$ cat src/rtl/heapsort_pkg.sv
// Shared types and helpers for the streaming heap sorter.
// Samples are compared at HS_MAX_W bits, so WIDTH must not exceed HS_MAX_W.
package heapsort_pkg;

  localparam int unsigned HS_MAX_W = 64;

  typedef enum logic [1:0] {
    ST_LOAD,
    ST_BUILD,
    ST_SORT,
    ST_OUT
  } hs_state_e;

  // Micro-steps of one sift-down / root swap while in BUILD or SORT
  typedef enum logic [2:0] {
    PH_RDP,
    PH_RDC,
    PH_CMP,
    PH_SWR,
    PH_SWW
  } hs_phase_e;

  function automatic int unsigned heap_n(input int unsigned level);
    return (1 << level) - 1;
  endfunction

  // True when a must sit above b: max-heap for ascending, min-heap for descending
  function automatic logic hs_better(input logic [HS_MAX_W-1:0] a,
                                     input logic [HS_MAX_W-1:0] b,
                                     input logic                is_signed,
                                     input logic                descend);
    logic gt;
    logic lt;
    if (is_signed) begin
      gt = $signed(a) > $signed(b);
      lt = $signed(a) < $signed(b);
    end else begin
      gt = a > b;
      lt = a < b;
    end
    return descend ? lt : gt;
  endfunction

endpackage

$ cat src/rtl/heapsort_stream_dp_ram.sv
// Two-port RAM, synchronous 1-cycle read on both ports, write-first per port.
module dp_ram #(
  parameter int unsigned WIDTH  = 32,
  parameter int unsigned ADDR_W = 2
) (
  input  logic              clk,
  input  logic              we_a,
  input  logic [ADDR_W-1:0] addr_a,
  input  logic [WIDTH-1:0]  wdata_a,
  output logic [WIDTH-1:0]  rdata_a,
  input  logic              we_b,
  input  logic [ADDR_W-1:0] addr_b,
  input  logic [WIDTH-1:0]  wdata_b,
  output logic [WIDTH-1:0]  rdata_b
);

  logic [WIDTH-1:0] mem [2**ADDR_W];

  always_ff @(posedge clk) begin
    if (we_a) begin
      mem[addr_a] <= wdata_a;
      rdata_a     <= wdata_a;
    end else begin
      rdata_a     <= mem[addr_a];
    end
    if (we_b) begin
      mem[addr_b] <= wdata_b;
      rdata_b     <= wdata_b;
    end else begin
      rdata_b     <= mem[addr_b];
    end
  end

endmodule

$ cat src/rtl/heapsort_stream.sv
// Streaming heap sorter: loads N = 2^LEVEL-1 samples on fs edges, heap-sorts
// them in a dual-port RAM and bursts the sorted block out with a valid flag.
module heapsort_stream
  import heapsort_pkg::*;
#(
  parameter int unsigned WIDTH  = 32,
  parameter int unsigned LEVEL  = 2,
  parameter bit          SIGNED = 1'b0
) (
  input  logic             clk,
  input  logic             rst,
  input  logic             fs,
  input  logic             en_rec_in,
  input  logic [WIDTH-1:0] data_in,
  input  logic             descend,
  output logic [WIDTH-1:0] data_out,
  output logic             out_valid,
  output logic             done,
  output logic             busy,
  output logic             overrun
);

  localparam int unsigned N  = heap_n(LEVEL);
  localparam int unsigned AW = LEVEL;
  localparam int unsigned XW = LEVEL + 1;
  localparam logic [AW-1:0] LAST  = AW'(N - 1);
  localparam logic [AW-1:0] NA    = AW'(N);
  localparam logic [AW-1:0] NODE0 = (N >= 3) ? AW'(N / 2 - 1) : '0;

  hs_state_e        state;
  hs_phase_e        ph;
  logic             fs_q;
  logic             desc_q;
  logic             p_fresh;
  logic [AW-1:0]    cnt;
  logic [AW-1:0]    node;
  logic [AW-1:0]    idx;
  logic [AW-1:0]    hsz;
  logic [WIDTH-1:0] pval;

  logic             we_a, we_b;
  logic [AW-1:0]    addr_a, addr_b;
  logic [WIDTH-1:0] wdata_a, wdata_b, rdata_a, rdata_b;

  logic             fs_edge;
  logic [XW-1:0]    lc, rc;
  logic             has_l, has_r;
  logic             r_better, do_swap, sift_end;
  logic [WIDTH-1:0] cval;
  logic [AW-1:0]    csel;

  function automatic logic [HS_MAX_W-1:0] ext(input logic [WIDTH-1:0] x);
    if (SIGNED) return HS_MAX_W'($signed(x));
    return HS_MAX_W'(x);
  endfunction

  assign fs_edge = fs & ~fs_q;
  assign lc      = {idx, 1'b1};
  assign rc      = lc + XW'(1);
  assign has_l   = lc < {1'b0, hsz};
  assign has_r   = rc < {1'b0, hsz};

  // Parent value lives in pval for the whole sift, so only the children are read
  always_comb begin
    r_better = has_r && hs_better(ext(rdata_b), ext(rdata_a), SIGNED, desc_q);
    cval     = r_better ? rdata_b : rdata_a;
    csel     = r_better ? rc[AW-1:0] : lc[AW-1:0];
    do_swap  = hs_better(ext(cval), ext(pval), SIGNED, desc_q);
    sift_end = ((state == ST_BUILD) || (state == ST_SORT)) &&
               (((ph == PH_RDC) && !has_l) || ((ph == PH_CMP) && !do_swap));
  end

  always_comb begin
    we_a    = 1'b0;
    we_b    = 1'b0;
    addr_a  = idx;
    addr_b  = '0;
    wdata_a = data_in;
    wdata_b = pval;
    unique case (state)
      ST_LOAD: begin
        addr_a = cnt;
        we_a   = fs_edge & en_rec_in;
      end
      ST_BUILD, ST_SORT: begin
        case (ph)
          PH_RDP: addr_a = idx;
          PH_RDC: begin
            addr_a = lc[AW-1:0];
            addr_b = rc[AW-1:0];
          end
          PH_CMP: begin
            if (do_swap) begin
              we_a    = 1'b1;
              addr_a  = idx;
              wdata_a = cval;
              we_b    = 1'b1;
              addr_b  = csel;
              wdata_b = pval;
            end
          end
          PH_SWR: begin
            addr_a = '0;
            addr_b = hsz - AW'(1);
          end
          PH_SWW: begin
            we_a    = 1'b1;
            addr_a  = '0;
            wdata_a = rdata_b;
            we_b    = 1'b1;
            addr_b  = hsz - AW'(1);
            wdata_b = rdata_a;
          end
          default: ;
        endcase
      end
      // Read one ahead: entry into OUT has already issued the read of address 0
      ST_OUT: addr_a = cnt + AW'(1);
      default: ;
    endcase
  end

  dp_ram #(
    .WIDTH (WIDTH),
    .ADDR_W(AW)
  ) u_ram (
    .clk    (clk),
    .we_a   (we_a),
    .addr_a (addr_a),
    .wdata_a(wdata_a),
    .rdata_a(rdata_a),
    .we_b   (we_b),
    .addr_b (addr_b),
    .wdata_b(wdata_b),
    .rdata_b(rdata_b)
  );

  always_ff @(posedge clk) begin
    if (rst) begin
      state     <= ST_LOAD;
      ph        <= PH_RDP;
      fs_q      <= 1'b0;
      desc_q    <= 1'b0;
      p_fresh   <= 1'b0;
      cnt       <= '0;
      node      <= '0;
      idx       <= '0;
      hsz       <= '0;
      pval      <= '0;
      data_out  <= '0;
      out_valid <= 1'b0;
      done      <= 1'b0;
      busy      <= 1'b0;
      overrun   <= 1'b0;
    end else begin
      fs_q      <= fs;
      out_valid <= 1'b0;
      done      <= 1'b0;
      if (fs_edge && en_rec_in && (state != ST_LOAD)) overrun <= 1'b1;

      unique case (state)
        ST_LOAD: begin
          busy <= 1'b0;
          if (fs_edge && en_rec_in) begin
            if (cnt == LAST) begin
              cnt    <= '0;
              desc_q <= descend;
              busy   <= 1'b1;
              if (N == 1) begin
                state <= ST_OUT;
              end else begin
                state <= ST_BUILD;
                ph    <= PH_RDP;
                node  <= NODE0;
                idx   <= NODE0;
                hsz   <= NA;
              end
            end else begin
              cnt <= cnt + AW'(1);
            end
          end
        end

        ST_BUILD, ST_SORT: begin
          case (ph)
            PH_RDP: begin
              p_fresh <= 1'b1;
              ph      <= PH_RDC;
            end
            PH_RDC: begin
              if (p_fresh) pval <= rdata_a;
              p_fresh <= 1'b0;
              if (has_l) ph <= PH_CMP;
            end
            PH_CMP: begin
              if (do_swap) begin
                idx <= csel;
                ph  <= PH_RDC;
              end
            end
            PH_SWR: begin
              if (hsz == AW'(1)) begin
                state <= ST_OUT;
                cnt   <= '0;
              end else begin
                ph <= PH_SWW;
              end
            end
            PH_SWW: begin
              pval    <= rdata_b;
              hsz     <= hsz - AW'(1);
              idx     <= '0;
              p_fresh <= 1'b0;
              ph      <= PH_RDC;
            end
            default: ph <= PH_RDP;
          endcase

          if (sift_end) begin
            if (state == ST_BUILD && node != '0) begin
              node <= node - AW'(1);
              idx  <= node - AW'(1);
              ph   <= PH_RDP;
            end else begin
              state <= ST_SORT;
              ph    <= PH_SWR;
            end
          end
        end

        ST_OUT: begin
          data_out  <= rdata_a;
          out_valid <= 1'b1;
          if (cnt == LAST) begin
            done  <= 1'b1;
            cnt   <= '0;
            state <= ST_LOAD;
          end else begin
            cnt <= cnt + AW'(1);
          end
        end

        default: state <= ST_LOAD;
      endcase
    end
  end

endmodule

$ cat config.mk
export PLATFORM = sky130hd
export DESIGN_NAME = heapsort_stream
export DESIGN_NICKNAME = d
export VERILOG_FILES = /design/src/rtl/heapsort_pkg.sv /design/src/rtl/heapsort_stream_dp_ram.sv /design/src/rtl/heapsort_stream.sv
export SDC_FILE = /design/constraint.sdc
export NUM_CORES = 1
export LEC_CHECK = 0
export ABC_AREA = 1
export CAP_MARGIN = 20
export CORE_ASPECT_RATIO = 2
export CORE_MARGIN = 2
export CORE_UTILIZATION = 62
export CTS_CLUSTER_SIZE = 24
export DETAILED_ROUTE_END_ITERATION = 10
export PLACE_DENSITY = 0.88
export SYNTH_ARGS = -nofsm -noshare
export SYNTH_HDL_FRONTEND = slang
export SYNTH_SLANG_ARGS = --single-unit
$ cat constraint.sdc
create_clock -name clk -period 6.99 [get_ports clk]
set_clock_uncertainty 0.1 [all_clocks]
set_input_delay 1.0485 -clock clk [delete_from_list [all_inputs] [get_ports clk]]
set_output_delay 1.0485 -clock clk [all_outputs]
set_load 0.005 [all_outputs]
==> results.yml, run 1 <==
power:
  powerDensity_mw_per_mm2: 251
  pwr-share-comb_pct: 27.0
  p_sw_share_pct: 33.9
  ir_drop_mv: 0.214
  p_switching_mw: 1.56
  p_leak_nw: 8.25
  pwr-share-seq_pct: 41.3
  clockPowerShare_pct: 31.7
  p_int_mw: 3.04
clock_tree:
  ctsResizeCount: 0
  clk_pin_slew_ns: 0.07
  cts_made_buffers: 27
  cts-hold-fix-buffers: 0
  cts.sinks: 276
  postCtsSetupBuffers: 0
  cts_tree: "done"
  cts_max_level: 1
  root_buffer: "clkbuf_16"
  cts_max_path_buffers: 3
  clk_latency_ns: 0.55
synthesis:
  syn_area_mm2: 0.0168
  synth-simple-area-share_pct: 33.3
  synth-xor-area-share_pct: 0
  ys_async_sr_fraction_pct: 0
  synth.area.mux_share_pct: 0
  yosysUniqueCellTypes: 43
  synth-seq-cells: 276
  synthAdderAreaFrac_pct: 5.52
  ys_seq_area_share_pct: 40.6
  synth_top_family_by_area: "simple AND/OR/NAND/NOR gates"
  syn-num-nets: 2501
  yosys_warnings: 0
  synth_cells: 2390
  avgSynthCellArea_um2: 7.02
  ys.flop_type: "dfxtp_1"
  synth_compound_gate_area_share_pct: 12.4
  synth_edf_count: 128
placement:
  io_buffers: 72
  gp_congestion: 0.952
  place_area_mm2: 0.0175
  hpwl_mm: 36.3
sta:
  fin_setup_tns_ns: 0
  worst_pin_slew_ns: 1.07
  fin_crit_ns: 6.30
  report.final.hold_viol_count: 0
  finalCritPeriodShare_pct: 90.2
  fmax_mhz: 159
  slew_violations: 0
  max-slew-margin-rel_pct: 28.4
  setup_viol: 0
  rsz0062_at_grt: "no"
detailed_routing:
  postRouteWirelength_mm: 53.4
  vias: 16700
  wl_per_cell_um: 19.4
  viasPerCell: 6.07
  firstDrtPassIters: 7
  post-route-drc-count: 0
  ant_nets: 0
  first_iter_violations: 2155
setup_path:
  crit_path_top_delay_cell: "nor2_8"
  crit_required_ns: 7.11
  cpMostUsedCell: "nand2_1"
  crit_type: "reg -> reg"
  startpoint_type: "register"
  cpPeakStageDelay_ns: 0.56
  crit_arrival_ns: 6.42
  critPathLaunch: "u_ram.rdata_a[27]"
  r2r_start: "u_ram.rdata_a[27]"
  cp-end-kind: "register"
  worst-path-max-fanout: 67
floorplanning:
  ios: 73
  fp.dieW_um: 120
  die-area_mm2: 0.0285
  die_h_um: 237
  fp.coreArea_mm2: 0.0268
  std_cell_rows: 85
  initial_core_util_pct: 62.6
global_routing:
  grt_max_degree: 90
  antenna_found_initial: 0
  overflow: 0
  grt_use_total_pct: 37.0
  grt_pass1_wl_mm: 83.1
  first_global_vias: 16200
hold_path:
  hp-class: "reg -> reg"
  hold_start: "node[0]"
job:
  drv_cap: 0
layout:
  antenna_cells: 0
  area_delta_synth_final_pct: 9.43
  finalNetCount: 2495
  drive_gt1_share_pct: 5.66
  final_area_mm2: 0.0183
status:
  status: "finished clean"
worst max-delay path, delay by kind of cell, from the launching register on:
family	cells	cell delay, ns
fa+ha+maj	2	0.56
simple gates	16	2.32
compound gates	7	1.49
flops	1	0.33
buf+inv	4	1.14
worst paths after layout:
check | to | slack (ns) | cells after the start
worst min-delay path | node[0] | 0.37 | 1
worst max-delay path | u_ram.mem[2][23] | 0.69 | 29
worst min register to register | node[0] | 0.37 | 1
worst max register to register | u_ram.mem[2][23] | 0.69 | 29
metal layers:
layer / vias to the layer above / routed length, um / track usage, %
met5: - / 0 / 0
met4: 0 / 2870 / 20.2
met3: 244 / 5620 / 5.32
met2: 1114 / 26000 / 63.3
met1: 7554 / 19000 / 44.4
li1: 7791 / - / -
cell usage in the layout (no fill, tap or decap), drive strengths merged, types with 7 or more instances in the layout:
master	count
buf	33
dfxtp	148
nand2	1073
ha	74
nor2	57
nand4	21
inv	159
a21oi	132
clkinvlp	7
o21ai	210
clkinv	10
edfxtp	128
clkbuf	34
nand3	197
clkdlybuf4s50	72
nor3	8
a221oi	20
cells by family (layout without fill, tap and decap cells):
family                     count (synthesis)  count (layout)
and+or+nand+nor                         1359            1359
adders and majority gates                 74              74
DFF                                      276             276
AOI/OAI and AO/OA                        378             378
buffers and inverters                    303             316
registers in the layout, summed over array words and instances (netlist names):
name / flops
idx: 2
cnt: 2
out_valid: 1
fs_q: 1
u_ram.mem: 128
data_out: 32
pval: 32
u_ram.rdata_a: 32
overrun: 1
hsz: 2
state: 2
busy: 1
done: 1
u_ram.rdata_b: 32
p_fresh: 1
desc_q: 1
node: 2
ph: 3
stage by stage:
| step | utilization, % | total power, mW | worst slack (ns) | hold slack (ns) | std cells |
|---|---|---|---|---|---|
| detailed placement | 65.2 | 3.13 | 0.891 | 0.351 | 2703 |
| global route | 68.5 | 4.81 | 0.234 | 0.394 | 2751 |
| floorplan | - | 2.76 | 0.827 | 0.322 | 2390 |
| finish | 68.5 | 4.60 | 0.688 | 0.372 | 2751 |
| global placement | 65.2 | 3.10 | 0.971 | 0.339 | 2703 |
| CTS | 68.5 | 4.57 | 0.866 | 0.365 | 2751 |
power groups by stage:
stage | logic (mW) | clock network [mW] | registers (mW)
after floorplan | 0.849 | 0 | 1.91
after global placement | 1.17 | 0 | 1.92
after detailed placement | 1.20 | 0 | 1.93
after CTS | 1.21 | 1.46 | 1.90
after global routing | 1.38 | 1.52 | 1.91
final | 1.24 | 1.46 | 1.90
cell type report:
cell class | count | area (um2)
tap | 348 | 435
sequential | 276 | 6810
clock inverter | 14 | 98.8
inverter | 163 | 621
multi-input combinational | 1811 | 8640
clock buffer | 34 | 764
fill | 2263 | 8450
timing repair buffer | 105 | 981
Yosys cell counts (21+ instances only):
cell type | n | share of area, %
clkbuf_1 | 67 | 1.5
nor2_1 | 52 | 1.2
inv_1 | 151 | 3.4
edfxtp_1 | 128 | 23
o21ai_1 | 58 | 1.7
buf_2 | 39 | 1.2
o21ai_0 | 151 | 4.5
dfxtp_1 | 148 | 18
nand3_1 | 194 | 5.8
a21oi_1 | 112 | 3.3
nand4_1 | 21 | 0.78
nand2_1 | 1062 | 24
ha_1 | 74 | 5.5
No activity file was read; power rests on OpenSTA's default activity.
==> run 2: changes to the inputs <==
CAP_MARGIN = 10   (was 20)
CORE_UTILIZATION = 56   (was 62)
PLACE_DENSITY = 0.84   (was 0.88)
clock period = 5.4 ns   (was 6.99 ns; I/O delays follow)
==> results.yml, run 2 (same netlist as run 1, synthesis figures left out) <==
status:
  status: "finished clean"
floorplanning:
  fp.coreArea_mm2: 0.0295
  die-area_mm2: 0.0314
  std_cell_rows: 89
  fp.dieW_um: 126
  ios: 73
  initial_core_util_pct: 56.8
  die_h_um: 249
power:
  p_switching_mw: 2.02
  power.total_mw: 6.01
  pwr-share-seq_pct: 40.9
  p_leak_nw: 8.38
  p_sw_share_pct: 33.6
  clockPowerShare_pct: 31.8
  pwr-share-comb_pct: 27.4
  ir_drop_mv: 0.229
  p_int_mw: 3.99
  powerDensity_mw_per_mm2: 322
layout:
  area_delta_synth_final_pct: 11.3
  finalNetCount: 2513
  largest_reg_flops: 128
  postLayoutCoreUtil_pct: 63.3
  nFillCells: 2529
  drive_gt1_share_pct: 6.65
  final_cell_mix: "1060 x nand2_1, 194 x nand3_1, 152 x inv_1, 150 x o21ai_0, 148 x dfxtp_1"
  final_area_mm2: 0.0187
  antenna_cells: 0
  top_register: "u_ram.mem"
  layout_commonest_cell: "nand2_1"
job:
  drv_cap: 0
detailed_routing:
  postRouteWirelength_mm: 53.0
  first_iter_violations: 2203
  firstDrtPassIters: 9
  ant_nets: 0
  viasPerCell: 6.05
  vias: 16800
  wl_per_cell_um: 19.0
  post-route-drc-count: 0
setup_path:
  worst-path-max-fanout: 32
  crit_arrival_ns: 5.26
  r2r-end: "u_ram.mem[0][2]"
  r2r_start: "u_ram.rdata_a[7]"
  r2r_slack_ns: 0.27
  crit_type: "reg -> reg"
  crit_required_ns: 5.54
  reg2regPathDepth: 27
  cp-end-kind: "register"
  startpoint_type: "register"
sta:
  fin_crit_ns: 5.13
  fin_setup_tns_ns: 0
  max-slew-margin-rel_pct: 28.1
  fin_ws_ns: 0.273
  fmax_mhz: 195
  worst_pin_slew_ns: 1.08
  report.final.hold_viol_count: 0
  finalCritPeriodShare_pct: 94.9
  rsz0062_at_grt: "no"
  slew_violations: 0
  setup_viol: 0
placement:
  place_area_mm2: 0.0177
  dp_slack_ns: 0.197
  gp_congestion: 0.927
  io_buffers: 72
  hpwl_mm: 36.1
clock_tree:
  cts_tree: "done"
  cts.sinks: 276
  cts_max_path_buffers: 3
  cts_max_level: 1
  root_buffer: "clkbuf_16"
  cts_made_buffers: 25
  clk_latency_ns: 0.57
  clk_pin_slew_ns: 0.07
hold_path:
  min_to: "node[0]"
  hold_start: "node[0]"
  min_path_cells: 1
  hp-class: "reg -> reg"
global_routing:
  overflow: 0
  grt_pass1_wl_mm: 83.1
  antenna_found_initial: 0
  grt_use_total_pct: 32.9
  first_global_vias: 16400
  grt_max_degree: 85
[run 2: cell count changes in the layout (fill, tap and decap cells not counted), sizes merged]
cell and change:
clkbuf -2, clkinv -3, clkinvlp -2, bufinv +3, inv +3, buf +19
[run 2: area by class of cell]
type	instances	area [um2]	area share (%)
clock buffers	31	678	3.63
flip-flops and latches	276	6810	36.5
multi-input cells	1811	8670	46.4
clock inverters	15	180	0.965
repair buffers	125	1250	6.71
inverters	163	623	3.34
well taps	364	455	2.44
[run 2: power groups by stage]
stage	registers, mW	clock network [mW]	logic [mW]
2_1_floorplan	2.47	0	1.10
3_3_place_gp	2.49	0	1.54
3_5_place_dp	2.50	0	1.58
4_1_cts	2.45	1.91	1.59
5_1_grt	2.47	1.99	1.84
6_report	2.46	1.91	1.65
[run 2: worst max-delay path: stages, from the launching register on]
cell and delay (ns):
dfxtp_1 0.38, inv_1 0.09, ha_1 0.31, a21o_1 0.19, nor2_1 0.20, nand2_1 0.08, nand2_1 0.05, nand2_1 0.08
nand2_1 0.07, nand2_1 0.08, a21oi_2 0.17, nand2_2 0.10, buf_4 0.24, nand2_1 0.09, nand2_1 0.07, ha_1 0.29
nand2_1 0.09, nor3_2 0.36, and2b_1 0.20, nand2_1 0.08, nand3_1 0.09, nand2_2 0.09, nand2_2 0.14, nand2_2 0.18
a21oi_4 0.34, inv_1 0.16, o21ai_4 0.19, buf_12 0.27
[run 2: stage by stage]
step           hold WS (ns)  instances
2_1_floorplan         0.322       2390
3_3_place_gp          0.338       2733
3_5_place_dp          0.356       2733
4_1_cts               0.365       2779
5_1_grt               0.377       2785
6_report              0.374       2785
[run 2: layer usage]
layer  share of wire (%)  up-vias  GRT usage [%]
li1                    -     7831              -
met1                  35     7757           39.0
met3                 9.3      215           3.87
met4                 5.0        0           18.1
met5                   0        -              0
met2                  50     1038           57.3
[run 2: repair_timing]
item / in CTS / in global routing
gates resized for setup: 0 / 11
hold buffers: 0 / 0
setup buffers: 0 / 5
endpoints found under the setup margin: 0 / 275
[run 2: worst max path at each step]
stage | start | endpoint | slack [ns] | cells past startpoint
floorplan | u_ram.rdata_a[7] | u_ram.mem[0][0] | 0.10 | 29
global placement | u_ram.rdata_a[7] | u_ram.mem[2][29] | 0.24 | 33
detailed placement | u_ram.rdata_a[7] | u_ram.mem[2][24] | 0.20 | 34
CTS | u_ram.rdata_a[7] | u_ram.mem[2][2] | 0.16 | 34
global route | u_ram.rdata_a[7] | u_ram.mem[0][19] | 0.03 | 29
finish | u_ram.rdata_a[7] | u_ram.mem[0][2] | 0.27 | 27
